$ cat src/rtl/enc_stream_adapter.sv
// Byte-serial framing adapter around a combinational encryptor: collect, settle, emit.
// Optional plaintext passthrough for link bring-up is enabled by defining ADAPTER_BYPASS_EN.
module enc_stream_adapter #(
  parameter int         MSG_LEN  = 8,
  parameter logic [7:0] PAD_BYTE = 8'h00
) (
  input  logic       clk,
  input  logic       rst_n,
  input  logic       in_valid,
  output logic       in_ready,
  input  logic [7:0] in_data,
  input  logic       in_last,
  output logic [7:0] frame_o  [MSG_LEN],
  input  logic [7:0] cipher_i [MSG_LEN],
`ifdef ADAPTER_BYPASS_EN
  input  logic       bypass_i,
`endif
  output logic       out_valid,
  input  logic       out_ready,
  output logic [7:0] out_data,
  output logic       out_last
);

  localparam int IDX_W = (MSG_LEN > 1) ? $clog2(MSG_LEN) : 1;
  localparam logic [IDX_W-1:0] LAST_IDX = IDX_W'(MSG_LEN - 1);

  localparam logic [1:0] COLLECT = 2'd0;
  localparam logic [1:0] SETTLE  = 2'd1;
  localparam logic [1:0] EMIT    = 2'd2;

  logic [1:0]       state;
  logic [IDX_W-1:0] wr_idx;
  logic [IDX_W-1:0] rd_idx;
  logic [7:0]       cipher_buf [MSG_LEN];
  logic             in_fire;
  logic             out_fire;
  logic             close_frame;
  logic             load_plain;
  logic [7:0]       emit_byte;

`ifdef ADAPTER_BYPASS_EN
  assign load_plain = bypass_i;
`else
  assign load_plain = 1'b0;
`endif

  assign in_ready    = (state == COLLECT);
  assign out_valid   = (state == EMIT);
  assign in_fire     = in_ready && in_valid;
  assign out_fire    = out_valid && out_ready;
  assign close_frame = in_last || (wr_idx == LAST_IDX);

  // Select the byte being replayed; a compare-based mux keeps indexing in range for any MSG_LEN.
  always_comb begin
    emit_byte = '0;
    for (int i = 0; i < MSG_LEN; i++) begin
      if (rd_idx == IDX_W'(i)) begin
        emit_byte = cipher_buf[i];
      end
    end
  end

  assign out_data = out_valid ? emit_byte : 8'h00;
  assign out_last = out_valid && (rd_idx == LAST_IDX);

  always_ff @(posedge clk or negedge rst_n) begin
    if (!rst_n) begin
      state  <= COLLECT;
      wr_idx <= '0;
      rd_idx <= '0;
    end else begin
      case (state)
        COLLECT: begin
          if (in_fire) begin
            if (close_frame) begin
              wr_idx <= '0;
              state  <= SETTLE;
            end else begin
              wr_idx <= wr_idx + IDX_W'(1);
            end
          end
        end
        SETTLE: begin
          state <= EMIT;
        end
        EMIT: begin
          if (out_fire) begin
            if (rd_idx == LAST_IDX) begin
              rd_idx <= '0;
              state  <= COLLECT;
            end else begin
              rd_idx <= rd_idx + IDX_W'(1);
            end
          end
        end
        default: begin
          state <= COLLECT;
        end
      endcase
    end
  end

  // frame_o holds the plaintext image the encryptor sees; unfilled slots read as padding.
  always_ff @(posedge clk or negedge rst_n) begin
    if (!rst_n) begin
      for (int i = 0; i < MSG_LEN; i++) begin
        frame_o[i]    <= PAD_BYTE;
        cipher_buf[i] <= 8'h00;
      end
    end else begin
      case (state)
        COLLECT: begin
          if (in_fire) begin
            for (int i = 0; i < MSG_LEN; i++) begin
              if (IDX_W'(i) == wr_idx) begin
                frame_o[i] <= in_data;
              end else if (close_frame && (IDX_W'(i) > wr_idx)) begin
                frame_o[i] <= PAD_BYTE;
              end
            end
          end
        end
        SETTLE: begin
          for (int i = 0; i < MSG_LEN; i++) begin
            cipher_buf[i] <= load_plain ? frame_o[i] : cipher_i[i];
          end
        end
        EMIT: begin
          if (out_fire && (rd_idx == LAST_IDX)) begin
            for (int i = 0; i < MSG_LEN; i++) begin
              frame_o[i] <= PAD_BYTE;
            end
          end
        end
        default: begin
        end
      endcase
    end
  end

endmodule
$ cat config.mk
export PLATFORM = sky130hd
export DESIGN_NAME = enc_stream_adapter
export DESIGN_NICKNAME = d
export VERILOG_FILES = /design/src/rtl/enc_stream_adapter.sv
export SDC_FILE = /design/constraint.sdc
export NUM_CORES = 1
export LEC_CHECK = 0
export CORE_MARGIN = 5
export CORE_UTILIZATION = 55
export CTS_BUF_LIST = sky130_fd_sc_hd__clkbuf_4 sky130_fd_sc_hd__clkbuf_8
export CTS_CLUSTER_SIZE = 16
export DETAILED_ROUTE_END_ITERATION = 7
export PLACE_DENSITY = 0.88
export SLEW_MARGIN = 20
export SYNTH_ARGS = -nofsm -noshare
export SYNTH_HDL_FRONTEND = slang
export SYNTH_SLANG_ARGS = --single-unit
export TNS_END_PERCENT = 1
$ cat constraint.sdc
create_clock -name clk -period 4.7 [get_ports clk]
set_clock_uncertainty 0.15 [all_clocks]
set_input_delay 1.41 -clock clk [delete_from_list [all_inputs] [get_ports clk]]
set_output_delay 1.41 -clock clk [all_outputs]
set_load 0.05 [all_outputs]
==> flow_summary.ini, run 1 <==
[floorplan]
core_mm2 = 0.0113
ios = 152
die_area_mm2 = 0.0136
die_w_um = 117
die_height_um = 117
initial_core_util_pct = 55.4
row_count = 39

[global_route]
grt_pass1_wl_um = 26700
grt_max_degree = 48
overflow = 0
antenna_found_initial = 0
grtUsageTotal_pct = 25.3
grt_pass1_vias = 5207

[synth]
yosysTopAreaCellShare_pct = 54.5
ys_seq_elements = 136
async_flop_share_pct = 100
ys_warn_count = 0
synth_top_cell_by_area = dfrtp_1
yosysUniqueCellTypes = 46
ys_seq_area_share_pct = 54.5
ys.flop_type = dfrtp_1
synth_edf_count = 0
synth_area_leaders = dfrtp_1 55%, mux2_2 12%, nand2_1 3.5%, a32o_1 2.7%, o21ai_0 2.6%
syn_avg_cell_area_um2 = 11.5
synth_area_mm2 = 0.00624
syn_nets = 628
synthCells = 541

[place]
placement.io_buffers = 151
dpl.hpwl_um = 12400
gp_congestion = 0.870

[cts]
clk_latency_ns = 0.44
post_cts_buffers = 0
h-tree-depth = 4
clockRootBuffer = clkbuf_8
clock-sinks = 136
cts_resized = 0
hold_buffers = 0
cts_tree = done
numCtsBuffers = 17
cts.clk_slew.worst_paths_ns = 0.08
clock_path_buffers = 2

[power]
power_density_mw_per_mm2 = 664
power_leakage_nw = 3.40
ir_drop_mv = 0.512

[critical_path]
arrival_ns = 2.80
worstSetupEndpointType = primary output
path_delay_family = flip-flops
crit_fanout = 12
path_cells = inv_1, ha_1, nor2_1, a31oi_1, o21ai_0, buf_4
critPathMaxStageDelay_ns = 0.57
worstSetupStartpointType = flop
crit_type = flop to primary output
critPathSlowestCell = dfrtp_1
path_buf_inv = 2
critPathRequiredTime_ns = 3.14

[sta]
fin_crit_sh_pct = 92.7
worst_pin_slew_ns = 1.11
holdWs_ns = 0.343
fmax_ghz = 0.230
period_needed_ns = 4.36
rsz0062_at_grt = false
max_slew_margin_pct = 25.5
final-hold-violation-count = 0
setup-violations-final = 0
fin_tns_setup_ns = 0
slew_viol_final = 0

[final_layout]
n_antenna_cell = 0
final_cell_mix = 142 x clkdlybuf4s50_1, 136 x dfrtp_1, 65 x mux2_2
seq_area_mm2 = 0.00340
nNetsFinal = 771
multiInputGateArea_mm2 = 0.00260
mostFrequentLayoutCell = clkdlybuf4s50_1
nFillCells = 759
drive_gt1_share_pct = 18.7
areaGrowthSynthToFinish_pct = 31.0

[drt]
drc = 0
drt-pass1-iter-count = 5
vias = 5149
wire_per_inst_um = 20.0
post_drt_via_cell_ratio = 6.13
antenna_left = 0
drt-total-wl_um = 16800
drt_iter0_markers = 494

[job]
cap_viol_max_count = 0

[min_path]
worst_hold_path_type = flop to flop

[outcome]
status = finished, final reports clean
[cell families after synthesis]
kind of cell,Yosys count,synth area share [%]
DFF,136,54.5
adders and majority gates,10,2.00
muxes,66,11.9
AOI/OAI and AO/OA,149,17.4
and+or+nand+nor,124,10.1
buffers and inverters,56,4.07
[power breakdown]
part | switching, mW | internal, mW
Clock | 0.470 | 0.435
Combinational | 1.59 | 0.986
Sequential | 0.336 | 1.61
[cell usage after synthesis, types with 9 or more instances]
cell and instances:
a31oi_1 10, nand2_1 59, o21ai_0 32, nand3_1 11, mux2_2 65, ha_1 10, nor2b_1 9, buf_2 11
o2bb2ai_1 16, nand2b_1 12, a32o_1 17, clkbuf_1 13, a21oi_1 9, dfrtp_1 136, inv_1 20
[path summary, 6_finish.rpt]
kind	start	end	slack, ns	cells after the start
max in group asynchronous	rst_n	frame_o[15]	2.63	2
setup reg to reg	wr_idx[2]	frame_o[22]	2.08	5
setup / recovery	rd_idx[2]	out_data[6]	0.34	6
hold reg to reg	frame_o[28]	frame_o[28]	0.34	1
hold / removal	frame_o[28]	frame_o[28]	0.34	1
min in group asynchronous	rst_n	frame_o[3]	0.82	1
[state kept, by name (all words and copies together), names as in the netlist]
| name | cells |
|---|---|
| wr_idx | 3 |
| frame_o | 64 |
| rd_idx | 3 |
| state | 2 |
| cipher_buf | 64 |
[stage by stage]
step	worst slack, ns	utilization (%)	area, µm²	instances	power [mW]
after detailed placement	0.574	69.2	7800	808	4.52
after global placement	0.722	69.2	7800	808	4.41
after CTS	0.00104	72.5	8170	840	5.43
after floorplan	0.638	-	6240	541	3.70
final	0.343	72.5	8180	840	5.43
after global routing	0.160	72.5	8180	840	5.71
[worst reg2reg max path: stages (launching register included)]
cell     delay, ns
dfrtp_1       0.65
ha_1          0.49
nor2_2        0.35
a22oi_1       0.14
o21ai_2       0.36
mux2_1        0.36
[routing by layer]
layer | part of all wire, % | track usage [%]
met1 | 40 | 32.1
met2 | 49 | 41.0
met3 | 8.5 | 6.11
met4 | 3.4 | 11.9
met5 | 0 | 0
[layout make-up]
| type | instances | area share, % |
|---|---|---|
| clock inverters | 13 | 1.48 |
| clock buffers | 19 | 3.05 |
| flip-flops and latches | 136 | 41.6 |
| inverters | 21 | 0.964 |
| multi-input cells | 349 | 31.8 |
| well taps | 143 | 2.19 |
| repair buffers | 159 | 18.9 |
Note: power is estimated with default switching activity, not from simulation.
==> inputs of run 2 (changes only) <==
--- a/config.mk
+++ b/config.mk
@@ -8,6 +8,7 @@
 export CORE_MARGIN = 5
 export CORE_UTILIZATION = 55
 export CTS_BUF_LIST = sky130_fd_sc_hd__clkbuf_4 sky130_fd_sc_hd__clkbuf_8
+export CTS_CLUSTER_DIAMETER = 30
 export CTS_CLUSTER_SIZE = 16
 export DETAILED_ROUTE_END_ITERATION = 7
 export PLACE_DENSITY = 0.88
==> results of run 2 <==
The final DEF is identical to that of run 1; final timing and power are the same.
